<file path="src/rtl/alu_issue_queue.sv">
// alu_issue_queue
//   Operand issue stage in front of a 4-bit combinational ALU. Requests are
//   buffered in a DEPTH-entry FIFO. The head entry is driven onto the ALU
//   inputs, and the ALU result is captured into a registered output slot with
//   a valid/ready handshake. Each result is tagged with its opcode and an
//   8-bit sequence number.
//
// Ports
//   clk        single clock, rising edge
//   rst        synchronous, active-high reset
//   in_valid   request valid
//   in_ready   FIFO can accept a request (low while rst is high)
//   in_a/in_b  request operands (4 bit)
//   in_s       request opcode (3 bit)
//   alu_a/b/s  head entry driven to the ALU, or zero when the FIFO is empty
//   alu_y      ALU result (8 bit)
//   out_valid  output slot holds a result
//   out_ready  consumer accepts the result
//   out_y      captured ALU result
//   out_s      opcode of the captured result
//   out_seq    sequence number of the captured result
//   count      FIFO occupancy, not counting the output slot
//
// Stage states (derived from occupancy, no separate state register)
//   state    | meaning
//   EMPTY    | count == 0 and out_valid == 0
//   DRAINING | out_valid == 1, result waiting for the consumer
//   FULL     | count == DEPTH, in_ready == 0

module alu_issue_queue #(
  parameter int DEPTH = 4
) (
  input  logic                     clk,
  input  logic                     rst,
  input  logic                     in_valid,
  output logic                     in_ready,
  input  logic [3:0]               in_a,
  input  logic [3:0]               in_b,
  input  logic [2:0]               in_s,
  output logic [3:0]               alu_a,
  output logic [3:0]               alu_b,
  output logic [2:0]               alu_s,
  input  logic [7:0]               alu_y,
  output logic                     out_valid,
  input  logic                     out_ready,
  output logic [7:0]               out_y,
  output logic [2:0]               out_s,
  output logic [7:0]               out_seq,
  output logic [$clog2(DEPTH):0]   count
);

  localparam int PW = $clog2(DEPTH);
  localparam int CW = PW + 1;
  localparam logic [CW-1:0] FULL_CNT = CW'(DEPTH);

  // FIFO storage; contents need no reset because occupancy gates every read.
  logic [3:0] mem_a [DEPTH];
  logic [3:0] mem_b [DEPTH];
  logic [2:0] mem_s [DEPTH];

  logic [PW-1:0] wr_ptr;
  logic [PW-1:0] rd_ptr;
  logic [7:0]    seq_cnt;

  logic empty;
  logic push;
  logic pop;
  logic free;

  assign empty = (count == '0);

  // Full is decided from count, so a pop in the same cycle never frees a
  // write slot early (no write-through when full).
  assign in_ready = (count < FULL_CNT) && !rst;
  assign push     = in_valid && in_ready;

  // Output slot can take a new result when empty or being drained this cycle.
  assign free = !out_valid || out_ready;
  assign pop  = free && !empty;

  always_comb begin
    alu_a = '0;
    alu_b = '0;
    alu_s = '0;
    if (!empty) begin
      alu_a = mem_a[rd_ptr];
      alu_b = mem_b[rd_ptr];
      alu_s = mem_s[rd_ptr];
    end
  end

  always_ff @(posedge clk) begin
    if (push) begin
      mem_a[wr_ptr] <= in_a;
      mem_b[wr_ptr] <= in_b;
      mem_s[wr_ptr] <= in_s;
    end
  end

  always_ff @(posedge clk) begin
    if (rst) begin
      wr_ptr <= '0;
      rd_ptr <= '0;
      count  <= '0;
    end else begin
      if (push) wr_ptr <= wr_ptr + PW'(1);
      if (pop)  rd_ptr <= rd_ptr + PW'(1);
      case ({push, pop})
        2'b10:   count <= count + CW'(1);
        2'b01:   count <= count - CW'(1);
        default: count <= count;
      endcase
    end
  end

  // Result slot. alu_y is sampled in the same cycle the head is presented,
  // so the ALU path has exactly one cycle.
  always_ff @(posedge clk) begin
    if (rst) begin
      out_valid <= 1'b0;
      out_y     <= '0;
      out_s     <= '0;
      out_seq   <= '0;
      seq_cnt   <= '0;
    end else if (pop) begin
      out_valid <= 1'b1;
      out_y     <= alu_y;
      out_s     <= alu_s;
      out_seq   <= seq_cnt;
      seq_cnt   <= seq_cnt + 8'd1;
    end else if (free && out_ready) begin
      // Consumer took the last result and nothing is queued; payload holds.
      out_valid <= 1'b0;
    end
  end

endmodule

</file>
<file path="config.mk">
export PLATFORM = sky130hd
export DESIGN_NAME = alu_issue_queue
export DESIGN_NICKNAME = d
export VERILOG_FILES = /design/src/rtl/alu_issue_queue.sv
export SDC_FILE = /design/constraint.sdc
export NUM_CORES = 1
export LEC_CHECK = 0
export ABC_AREA = 1
export ABC_CLOCK_PERIOD_IN_PS = 2000
export BUFFER_PORTS_ARGS = -buffer_cell sky130_fd_sc_hd__buf_2
export CAP_MARGIN = 40
export CORE_ASPECT_RATIO = 1.25
export CORE_MARGIN = 3
export CORE_UTILIZATION = 50
export CTS_CLUSTER_SIZE = 20
export DETAILED_ROUTE_END_ITERATION = 10
export PLACE_DENSITY = 0.75
export SETUP_SLACK_MARGIN = 0.2
export SYNTH_ARGS = -nofsm -noshare
export SYNTH_HDL_FRONTEND = slang
export SYNTH_SLANG_ARGS = --single-unit
</file>
<file path="constraint.sdc">
create_clock -name clk -period 2 [get_ports clk]
set_clock_uncertainty 0.2 [all_clocks]
set_input_delay 0.4 -clock clk [delete_from_list [all_inputs] [get_ports clk]]
set_output_delay 0.4 -clock clk [all_outputs]
set_load 0.01 [all_outputs]
</file>
==> metrics.md <==
| Metric | Value |
|---|---|
| Root Buffer | clkbuf_8 |
| CTS Buf Count | 9 |
| Die H | 96.39 um |
| Drt wl/cell | 13.83 um |
| Fin area | 4053 sq um |
| Diode count | 0 |
| Core area | 6246 sq um |
| Antenna violation net count after detailed routing | 0 |
| DRC viols | 0 |
| DIE WIDTH | 78.31 um |
| Failing checks | setup timing |
| Crit path launch type | flop |
| Biggest area consumer among synthesized cells | edfxtp_1 |
| DR vias/cell | 4.978 |
| Clk slew on worst S/H paths | 0.08 ns |
| Hold wc startpoint | in_a[3] |
| Worst r2r src | count[2]$_SDFFE_PP0P_ |
| Period utilisation layout | 104.3% |
| Number of fill cells | 508 |
| Highest routed layer | met4 |
| Pre-Repair DR Iteration Count | 4 |
| Hold Crit Class | in2reg |
| Synth Register Bits | 81 |
| Remaining global-route overflow | 0 |
| Via count of the routed design | 2494 |
| Final hold viol count | 0 |
| Synth top area share | 40.43% |
| Worst Hold End | mem_a[0][3]$_DFFE_PP_ |
| Fmax | 479.4 MHz |
| Buffers on Ports | 57 |
| Slew Limit Fails | 0 |
| Met2 wire len | 3.769 mm |
| TritonCTS clock tree | yes |
| Multi-input gate area | 1050 sq um |
| Largest cells by area after synthesis | edfxtp_1 40%, dfxtp_1 23%, nor2_1 10% |
| Largest net degree at the start of global routing | 36 |
| Hold-fix buffers, CTS | 0 |
| Critical Path Fanout Max | 4 |
| FP Rows | 32 |
| Finish-stage setup viols | 10 |
| CP Data Arrival Time | 1.49 ns |
| Worst path required time | 1.40 ns |
| RD Place Congestion | 0.8073 |
| Final Power | 0.005605 W |
| Top-Level Pins | 58 |
| Met1 wire length | 2.814 mm |
| Syn Area/Cell | 9.698 sq um |
| Status | complete, but fails checks |
| Gate Count Post-Synth | 337 |
| Clock Latency Late Sink | 0.34 ns |
| Area after DPL | 3705 sq um |
| Netlist cell types | 23 |
| Yosys warns | 0 |
| Register area | 2078 sq um |
| Placed wire-length estimate | 4.488 mm |
| Global-route wire length before repair | 11.02 mm |
| # nets final | 441 |
| Clock sink total | 81 |
| Static Leak | 1.682 nW |
| Max H-tree Level | 3 |
| GRT Overall Usage | 19.09% |
| Final worst setup slack | -0.08614 ns |
| Power Dens Cells | 1383 nW/um^2 |
| Vias in the first global route | 2360 |
| R2R Setup Slk | 0.18 ns |
| Clk buf depth | 2 |
| Crit end category | output port |
| R2R cell count | 9 |
| Hold depth | 1 |
| Initial antenna violation count | 0 |
| Worst slew margin | 76.38% |
| WS Path Type | reg2out |
| Post-Place Setup Slack | 0.09302 ns |
| WL final | 6.930 mm |
| Mapped Area | 3268 sq um |
| Max-cap violations | 0 |
| Crit path time final | 2.086 ns |
| Max VDD drop | 0.001180 V |
| Worst Tran Pin Value | 0.3535 ns |
| Reg2Reg Capture Point | count[1]$_SDFFE_PP0P_ |
| Synthesis-to-layout area growth | 24.00% |
| RSZ-0062 raised after global routing | true |
| Syn nets | 367 |
| Die area | 7548 sq um |
| Met3 WL | 273 um |
| Layout cells sized above 1 | 27.64% |
| Register area share after synthesis | 63.09% |
| Initial DRC count | 76 |
| Initial Utilization | 52.32% |
==> registers in the layout (all words and copies together) (netlist names), named ones only <==
register	flops
out_y	8
out_valid	1
out_seq	8
out_s	3
seq_cnt	8
mem_b	16
mem_a	16
rd_ptr	2
mem_s	12
wr_ptr	2
count	3
==> worst max-delay path, cell delays in order (launching register included) <==
cell and delay, ns:
dfxtp_4 0.37, clkinvlp_4 0.10, buf_6 0.13, a21oi_2 0.10, o21ai_1 0.10, a21oi_1 0.19
buf_2 0.16
==> worst max-delay path by stage <==
stage                                  endpoint                   from  slack (ns)  cells past startpoint
after floorplan           count[1]$_SDFFE_PP0P_  count[1]$_SDFFE_PP0P_        0.06                      9
after global placement    count[1]$_SDFFE_PP0P_              out_ready        0.14                      9
after detailed placement  count[2]$_SDFFE_PP0P_              out_ready        0.09                     10
after CTS                              alu_b[2]                   flop       -0.09                      6
after global routing                   alu_s[2]                   flop       -0.15                      6
final                                  alu_s[2]                   flop       -0.09                      6
==> placed cells by master, fill, tap and decap left out, types with 5 or more instances in the layout <==
master / netlist / layout
nor2_1: 90 / 87
buf_4: 5 / 17
dfxtp_1: 37 / 32
clkbuf_8: 0 / 9
buf_2: 5 / 58
edfxtp_1: 44 / 44
o21ai_0: 45 / 39
nand2_1: 26 / 25
ha_1: 6 / 5
inv_1: 27 / 25
o21ai_1: 4 / 9
a21oi_1: 29 / 27
==> metrics by stage <==
step	cells	setup TNS (ns)	hold slack [ns]	util [%]
after floorplan	337	0	0.2448	-
after global placement	478	0	0.2604	59.31
after detailed placement	478	0	0.2652	59.31
after CTS	500	-0.5959	0.06272	64.36
after global routing	501	-1.325	0.06229	64.88
final	501	-0.3723	0.07572	64.88
==> synthesized netlist by cell type, drive strengths merged <==
library cell  number
a21oi             30
buf               12
clkbuf             3
dfxtp             37
edfxtp            44
fa                 1
ha                 6
inv               29
nand2             27
nand3              4
nand4              2
nor2              91
nor3b              1
o21ai             49
xor2               1
==> metal layers <==
| metal | vias up | global-route usage, % |
|---|---|---|
| met1 | 1165 | 22.07 |
| li1 | 1261 | - |
| met5 | - | 0 |
| met3 | 6 | 3.340 |
| met2 | 62 | 35.79 |
| met4 | 0 | 6.560 |
==> final cells by class <==
cell class | count | area share, %
Multi-Input combinational cell | 212 | 25.90
Inverter | 29 | 2.964
Timing Repair Buffer | 78 | 11.24
Sequential cell | 81 | 51.28
Tap cell | 85 | 2.624
Clock buffer | 9 | 3.057
Clock inverter | 7 | 2.933
==> power by group <==
part	switching (W)	total (W)	internal, W	leakage, nW
sequential	0.000156	0.00217	0.00202	0.707
clock	0.000575	0.00140	0.000828	0.115
combinational	0.00123	0.00203	0.000795	0.860
==> what timing repair did <==
action,in CTS,in global routing
cloned,1,1
pin swaps,4,4
gates resized for setup,12,12
buffers inserted,5,0
endpoints found under the setup margin,12,13
==> logic make-up after synthesis <==
kind of cell / synth area share (%)
XOR/XNOR: 0.2680
adder cells (fa/ha/maj): 2.910
buffers and inverters: 6.049
flip-flops: 63.09
AO/OA/AOI/OAI: 12.44
AND/OR/NAND/NOR: 15.24
No activity file was read; power rests on OpenSTA's default activity.
